$ cat src/rtl/audio_pkg.sv
// Shared definitions for the audio FIFO player.
// Contents: FSM state encoding and the PWM midscale helper.
package audio_pkg;

    typedef enum logic [1:0] {
        IDLE  = 2'd0,
        PRIME = 2'd1,
        PLAY  = 2'd2
    } state_t;

    // Half of full scale for a given sample width (2^(width-1)).
    function automatic int unsigned midscale(input int unsigned width);
        return 32'd1 << (width - 1);
    endfunction

endpackage

$ cat src/rtl/audio_fifo_player_pwm_dac.sv
// pwm_dac: single-bit PWM DAC with period-boundary duty load.
// Ports:
//   clk, reset   system clock, asynchronous active-high reset
//   run          counter runs while high; low clears counter and output
//   level        requested duty, sampled only at the period boundary
//   pwm_out      registered PWM output (high while counter < duty)
module pwm_dac
    import audio_pkg::*;
#(
    parameter int unsigned DAT_WIDTH = 8
) (
    input  logic                 clk,
    input  logic                 reset,
    input  logic                 run,
    input  logic [DAT_WIDTH-1:0] level,
    output logic                 pwm_out
);

    localparam logic [DAT_WIDTH-1:0] MID = DAT_WIDTH'(midscale(DAT_WIDTH));

    logic [DAT_WIDTH-1:0] cnt;
    logic [DAT_WIDTH-1:0] duty;
    logic [DAT_WIDTH-1:0] duty_now;

    // At the boundary the new level is compared in the same cycle it is
    // loaded, so every period is generated from a single duty value.
    always_comb begin
        duty_now = duty;
        if (cnt == '0) begin
            duty_now = level;
        end
    end

    always_ff @(posedge clk or posedge reset) begin
        if (reset) begin
            cnt     <= '0;
            duty    <= MID;
            pwm_out <= 1'b0;
        end else if (!run) begin
            cnt     <= '0;
            pwm_out <= 1'b0;
        end else begin
            cnt     <= cnt + 1'b1;
            pwm_out <= (cnt < duty_now);
            if (cnt == '0) begin
                duty <= level;
            end
        end
    end

endmodule

$ cat src/rtl/audio_fifo_player.sv
// audio_fifo_player: pops one sample per sample period from a show-ahead
// FIFO and plays it as single-bit PWM audio; primes on start-up and
// detects/counts underruns.
// Build option: AUDIO_PLAYER_UNDERRUN_MUTE_EN -- when defined, an underrun
// replaces the held sample with midscale (silence) until the next pop.
// Ports:
//   clk, reset     system clock, asynchronous active-high reset
//   enable         playback enable (level)
//   fifo_empty     FIFO empty flag
//   fifo_data      FIFO head word (valid while fifo_empty = 0)
//   fifo_rd        one-cycle pop strobe per accepted sample
//   pwm_out        PWM audio output
//   sample         last captured sample
//   sample_valid   one-cycle pulse when sample updates
//   underrun       one-cycle pulse when a tick finds the FIFO empty
//   underrun_cnt   saturating underrun count
//   active         high in PLAY
module audio_fifo_player
    import audio_pkg::*;
#(
    parameter int unsigned DAT_WIDTH  = 8,
    parameter int unsigned SAMPLE_DIV = 6250,
    parameter int unsigned CNT_WIDTH  = 16
) (
    input  logic                 clk,
    input  logic                 reset,
    input  logic                 enable,
    input  logic                 fifo_empty,
    input  logic [DAT_WIDTH-1:0] fifo_data,
    output logic                 fifo_rd,
    output logic                 pwm_out,
    output logic [DAT_WIDTH-1:0] sample,
    output logic                 sample_valid,
    output logic                 underrun,
    output logic [CNT_WIDTH-1:0] underrun_cnt,
    output logic                 active
);

    localparam int unsigned          DIV_W    = $clog2(SAMPLE_DIV);
    localparam logic [DIV_W-1:0]     DIV_LAST = DIV_W'(SAMPLE_DIV - 1);
    localparam logic [DAT_WIDTH-1:0] MID      = DAT_WIDTH'(midscale(DAT_WIDTH));

    state_t               state;
    logic [DIV_W-1:0]     div;
    logic                 tick;
    logic                 pwm_run;
    logic [DAT_WIDTH-1:0] pwm_level;

    always_comb begin
        tick = (state == PLAY) && (div == DIV_LAST);
    end

    // Gating with enable lets the PWM clear on the same edge as the state.
    always_comb begin
        pwm_run   = enable && (state != IDLE);
        pwm_level = (state == PLAY) ? sample : MID;
    end

    // A tick is honoured even when enable drops in that cycle, so a pop
    // that is already decided always completes.
    always_ff @(posedge clk or posedge reset) begin
        if (reset) begin
            state        <= IDLE;
            div          <= '0;
            fifo_rd      <= 1'b0;
            sample       <= '0;
            sample_valid <= 1'b0;
            underrun     <= 1'b0;
            underrun_cnt <= '0;
            active       <= 1'b0;
        end else begin
            fifo_rd      <= 1'b0;
            sample_valid <= 1'b0;
            underrun     <= 1'b0;

            if (tick) begin
                if (!fifo_empty) begin
                    fifo_rd      <= 1'b1;
                    sample       <= fifo_data;
                    sample_valid <= 1'b1;
                end else begin
                    underrun <= 1'b1;
                    if (underrun_cnt != '1) begin
                        underrun_cnt <= underrun_cnt + 1'b1;
                    end
`ifdef AUDIO_PLAYER_UNDERRUN_MUTE_EN
                    sample <= MID;
`else
                    sample <= sample;
`endif
                end
            end

            if (!enable) begin
                state  <= IDLE;
                div    <= '0;
                active <= 1'b0;
            end else begin
                case (state)
                    IDLE: begin
                        state <= PRIME;
                        div   <= '0;
                    end
                    PRIME: begin
                        div <= '0;
                        if (!fifo_empty) begin
                            state  <= PLAY;
                            active <= 1'b1;
                        end
                    end
                    PLAY: begin
                        div <= tick ? '0 : div + 1'b1;
                    end
                    default: begin
                        state  <= IDLE;
                        div    <= '0;
                        active <= 1'b0;
                    end
                endcase
            end
        end
    end

    pwm_dac #(
        .DAT_WIDTH(DAT_WIDTH)
    ) u_pwm_dac (
        .clk    (clk),
        .reset  (reset),
        .run    (pwm_run),
        .level  (pwm_level),
        .pwm_out(pwm_out)
    );

endmodule

$ cat config.mk
export PLATFORM = sky130hd
export DESIGN_NAME = audio_fifo_player
export DESIGN_NICKNAME = d
export VERILOG_FILES = /design/src/rtl/audio_pkg.sv /design/src/rtl/audio_fifo_player_pwm_dac.sv /design/src/rtl/audio_fifo_player.sv
export SDC_FILE = /design/constraint.sdc
export NUM_CORES = 1
export LEC_CHECK = 0
export CAP_MARGIN = 0
export CORE_AREA = 10 10 87 89
export CTS_BUF_LIST = sky130_fd_sc_hd__clkbuf_4
export DETAILED_ROUTE_END_ITERATION = 8
export DIE_AREA = 0 0 97 99
export PLACE_DENSITY_LB_ADDON = 0.3
export SLEW_MARGIN = 20
export SYNTH_ARGS = -nofsm -noshare
export SYNTH_HDL_FRONTEND = slang
export SYNTH_SLANG_ARGS = --single-unit
$ cat constraint.sdc
create_clock -name clk -period 2.76 [get_ports clk]
set_clock_uncertainty 0.2 [all_clocks]
set_input_delay 0.414 -clock clk [delete_from_list [all_inputs] [get_ports clk]]
set_output_delay 0.414 -clock clk [all_outputs]
set_load 0.03 [all_outputs]
; ---- Word-level counts from Yosys, hierarchy flattened
; Cells that the tools add are included.
[totals]
reg_bits = 59
inputBits = 12
out_inout_bits = 29
wordCells = 49
[op_classes]
add_sub_neg = 3
n_lt_le_gt_ge = 1
eq_ne = 7
n_mux = 17
bitwise_logic = 1
n_reduce_logical = 10
[op_table]
columns = operator, n
row1 = two-way mux 13 bit, 3
row2 = two-way mux 8 bit, 3
row3 = "adder 16 x 1 -> 16 bit, second input constant", 1
row4 = "!= test 16 bit, second input constant", 1
row5 = "adder 13 x 1 -> 13 bit, second input constant", 1
row6 = "== test 13 bit, second input constant", 1
row7 = "adder 8 x 1 -> 8 bit, second input constant", 1
row8 = zero test 8 bit, 1
row9 = < comparator 8 bit, 1
row10 = two-way mux 1 bit, 7
row11 = case mux 2 bit (3 select lines), 1
row12 = AND reduction 2 bit, 3
row13 = two-way mux 2 bit, 2
row14 = "!= test 2 bit, second input constant", 2
row15 = "!= test 3 bit, second input constant", 1
row16 = AND reduction 3 bit, 1
row17 = "== test 2 x 1 -> 1 bit, second input constant", 1
row18 = "== test 2 bit, second input constant", 1
row19 = logical AND 1 bit, 2
row20 = zero test 2 bit, 1
row21 = case mux 1 bit (2 select lines), 1
row22 = nonzero test 2 bit, 1
row23 = OR reduction 2 bit, 1
row24 = inverter 1 bit, 1

; ---- Depth between registers and ports, before layout
[depth]
ltp_word = 5
mapped_depth = 12
mapped_depth_nobuf = 11

; ---- Modules after synthesis
; From an unflattened synthesis, not the netlist that was laid out.
[unflattened]
cells_unflattened = 260
area_unflattened_um2 = 3011.6
[by_module_without_submodules]
columns = mod, instances, cells_per_inst, area_each_um2, seq_area_each_um2
row1 = audio_fifo_player, 1, 177, 2023.2, 1051.0
row2 = pwm_dac, 1, 83, 988.4, 426.7

; ---- Worst setup path after synthesis
; No wires, ideal clock.
[synth_timing]
path_type = register to register
from = reg u_pwm_dac.cnt[5]
to = reg u_pwm_dac.pwm_out
setup_ns = 0.082
t_arrival_ns = 2.128
setup_slack_ns = 0.350
path_stages_with_launch = 10
path_buffers = 1
period_less_slack_ns = 2.410
path_cell_list = dfrtp_1 nor4_1 nand3_1 clkbuf_1 a21oi_1 ha_1 a21o_1 a211oi_1 o211ai_1 a31oi_1
[synth_via]
elab_chain_cells = 4
[synth_lines]
columns = element, line
row1 = start: declaration, audio_fifo_player_pwm_dac.sv:21  ; logic [DAT_WIDTH-1:0] cnt;
row2 = start signal: assignment, audio_fifo_player_pwm_dac.sv:43  ; cnt <= cnt + 1'b1;
row3 = zero test 8 bit, audio_fifo_player_pwm_dac.sv:29  ; if (cnt == '0) begin
row4 = two-way mux 8 bit, audio_fifo_player_pwm_dac.sv:29
row5 = < comparator 8 bit *, audio_fifo_player_pwm_dac.sv:44  ; pwm_out <= (cnt < duty_now);
row6 = two-way mux 1 bit *, audio_fifo_player_pwm_dac.sv:39  ; end else if (!run) begin
row7 = end signal: assignment, audio_fifo_player_pwm_dac.sv:44
row8 = end: declaration, audio_fifo_player_pwm_dac.sv:16  ; output logic pwm_out
; Every way passes the cells marked *; elsewhere a longest branch is shown, timed or not.
; A chain may end at the register's enable or synchronous reset.

; ---- Final worst setup path
; Same ends and word-level chain as after synthesis.

==> impl_metrics.ini <==
[outcome]
status = finished clean

[global_route]
overflow = 0
antenna_found_initial = 0
grt_pass1_vias = 2107
grtUsageTotal_pct = 12.38
grt_max_degree = 31
grt_pass1_wl_um = 9770

[synthesis]
yosysWarningCount = 0
seq_area_frac_synth_pct = 51.48
syn_inst = 277
syn_nets = 301
ys_seq_elements = 59
avgSynthCellArea_um2 = 10.36
syn_area_mm2 = 0.002870
synth_cell_types = 42

[cts]
cts_hold_buf = 0
cts_buffer_depth = 2
post-cts-setup-buffer-count = 0
clk_latency_ns = 0.40
clock_sinks = 59
htree_levels = 3
numCtsBuffers = 9
cts_resized = 0
cts_tree = done
clk_pin_slew_ns = 0.10
root_buffer = clkbuf_4

[sta]
fin_crit_ns = 2.465
post-route-period-util_pct = 89.31
fmax_ghz = 0.4057
setup_viol = 0
maxSlewViolCount = 0
relSlewSlack_pct = 64.96
max_slew.worst_pin.slew_ns = 0.5241
hold_viol_final = 0
final.setup.tns_ns = 0
whs_ns = 0.07855
rsz0062_at_grt = false

[floorplan]
ios = 41
core_mm2 = 0.005851
rows = 28
die_area_mm2 = 0.009603
die_y_um = 99
start_util_pct = 49.06
die-width_um = 97

[route]
m1WireLength_um = 2583
wire_per_inst_um = 14.12
ant_nets = 0
dr_wl_met2_um = 2749
wl_met3_um = 277
dr_total_vias = 2130
drt_iter0_drc = 67
drc = 0
dr.pass1.iters = 4
vias_per_cell = 5.233
wirelength_um = 5747
top_layer_used = met4

[critical_path]
worst_setup_path_start_kind = register
r2r_setup_slack_ns = 0.30
worst-setup-path-type = reg2reg
timing.rr.end = u_pwm_dac.pwm_out$_DFF_PP0_
cp.arrival_ns = 2.59
rr_worst_depth = 10
endpoint = u_pwm_dac.pwm_out$_DFF_PP0_
crit_required_ns = 2.89
r2r_start = u_pwm_dac.cnt[5]$_DFF_PP0_
startpoint = u_pwm_dac.cnt[5]$_DFF_PP0_
worstSetupEndpointType = register
cp_max_fo = 13

[layout]
antennaDiodeCount = 0
nFillCells = 488
drive_above_1_share_pct = 12.05
final_nets = 351
syn_to_final_growth_pct = 24.06

[placement]
numPortBuffers = 40
gp_congestion = 0.8257
dp_hpwl_um = 4383

[power]
p_switching_uw = 402.2
power_frac_clock_pct = 41.8
combPwrFrac_pct = 7.9
p_leak_uw = 0.001562
p_seq_share_pct = 50.3
p_sw_share_pct = 22.37
intPower_uw = 1396
ir_worst_vdd_uv = 420.4
p_per_area_mw_per_mm2 = 505.0

[min_path]
hp-class = in2async

[run]
maxCapViolCount = 0
## flip-flops by register name (all words and copies together), names as in the netlist
| register | cells |
|---|---|
| active | 1 |
| u_pwm_dac.cnt | 8 |
| sample_valid | 1 |
| u_pwm_dac.pwm_out | 1 |
| underrun_cnt | 16 |
| underrun | 1 |
| u_pwm_dac.duty | 8 |
| div | 13 |
| state | 2 |
| sample | 8 |
## logic make-up (layout without fill, tap and decap cells)
group                    after synthesis  after routing  synth area share (%)
AND/OR/NAND/NOR                      128            128                 23.23
adder cells (fa/ha/maj)               12             12                 5.231
buffers and inverters                 13             68                 1.874
XOR/XNOR                              32             32                 10.03
AO/OA/AOI/OAI                         25             25                 5.013
multiplexers                           8              8                 3.139
flip-flops                            59             59                 51.48
## worst min path at each step
stage	endpoint	slack, ns	cells past startpoint
2_1_floorplan	u_pwm_dac.duty[0]$_DFFE_PP0P_	0.25	2
3_3_place_gp	u_pwm_dac.duty[3]$_DFFE_PP0P_	0.26	2
3_5_place_dp	u_pwm_dac.duty[0]$_DFFE_PP0P_	0.27	2
4_1_cts	u_pwm_dac.cnt[1]$_DFF_PP0_	0.06	2
5_1_grt	u_pwm_dac.cnt[1]$_DFF_PP0_	0.09	2
6_report	u_pwm_dac.cnt[6]$_DFF_PP0_	0.08	2
## critical path, cell delays in order (launching register included)
cell and delay [ns]:
dfrtp_1 0.45, nor4_1 0.31, nand3_1 0.20, buf_4 0.22, nor2_1 0.10, a21oi_1 0.05, ha_1 0.31, a21o_1 0.18
a21oi_1 0.14, o211ai_1 0.09, a31oi_1 0.15
## cells in the mapped netlist
library cell	count	area share, %
nand3_1	22	3.8
nand4_1	8	1.7
nor4b_4	1	0.83
a21o_1	2	0.52
xor2_1	13	4.0
o21ai_1	4	0.70
xnor2_1	18	5.5
nor4b_2	1	0.52
and3_2	1	0.26
nor2_2	1	0.22
nor3_1	3	0.52
dfrtp_1	58	51
dfstp_2	1	0.92
a31oi_1	1	0.22
buf_2	1	0.17
or2_1	1	0.22
nor4_2	1	0.44
a211oi_1	1	0.26
buf_4	1	0.26
inv_1	7	0.92
and2_1	2	0.44
nor3b_1	1	0.26
o211a_1	1	0.35
o211ai_1	1	0.26
and4bb_2	2	0.87
o21a_1	1	0.26
or3_4	1	0.39
a21oi_1	8	1.4
clkbuf_1	4	0.52
nor2_1	38	5.0
and3_1	6	1.3
nand2_1	30	3.9
or2_4	1	0.31
nor3_2	1	0.35
ha_1	12	5.2
nand4_2	1	0.44
nor2b_1	4	0.87
nor4_1	1	0.22
mux2_2	8	3.1
xnor2_2	1	0.57
o21ai_0	6	1.0
nand4b_1	1	0.31
## metrics by stage
step                utilization, %  cell area [µm²]  std cells  setup WS (ns)  total power, µW
global route                 60.86             3561        407        0.08597             1874
finish                       60.86             3561        407         0.2950             1798
detailed placement           57.89             3387        391         0.2938             1066
CTS                          60.86             3561        407         0.2810             1823
floorplan                        -             2870        277         0.3502             1002
global placement             57.89             3387        391         0.3653             1063
## power groups by stage
| stage | Clock [µW] | Combinational, µW | Sequential [µW] |
|---|---|---|---|
| after floorplan | 0 | 67.4 | 935 |
| after global placement | 0 | 143 | 921 |
| after detailed placement | 0 | 145 | 921 |
| after CTS | 772 | 146 | 904 |
| after global routing | 807 | 159 | 908 |
| final | 752 | 142 | 904 |
## layout make-up
class	count	area, µm²	area share, %
Clock buffer	9	67.56	1.897
Clock inverter	7	106.4	2.987
Inverter	7	26.28	0.7379
Multi-Input combinational cell	205	1339	37.60
Sequential cell	59	1478	41.50
Tap cell	75	93.84	2.635
Timing Repair Buffer	45	450.4	12.65
## layer usage
layer,global-route usage (%),vias to the layer above
li1,-,1052
met1,14.35,1027
met2,19.86,38
met3,4.190,13
met4,6.583,0
met5,0,-
## layout by cell type (no fill, tap or decap), types with 2 or more instances in the layout
master and instances:
buf_4 4, nor2b_1 4, nand3_1 22, inv_1 6, xnor2_1 18, bufinv_16 3, nand4_1 8, clkdlybuf4s50_1 40
o21ai_0 6, a21oi_1 8, a21o_1 2, nor2_1 38, and4bb_2 2, mux2_2 8, nor3_1 3, nand2_1 30
o21ai_1 4, clkinv_1 3, ha_1 12, and3_1 6, dfrtp_1 58, and2_1 2, xor2_1 13, clkbuf_4 9
No activity file was read; power rests on OpenSTA's default activity.
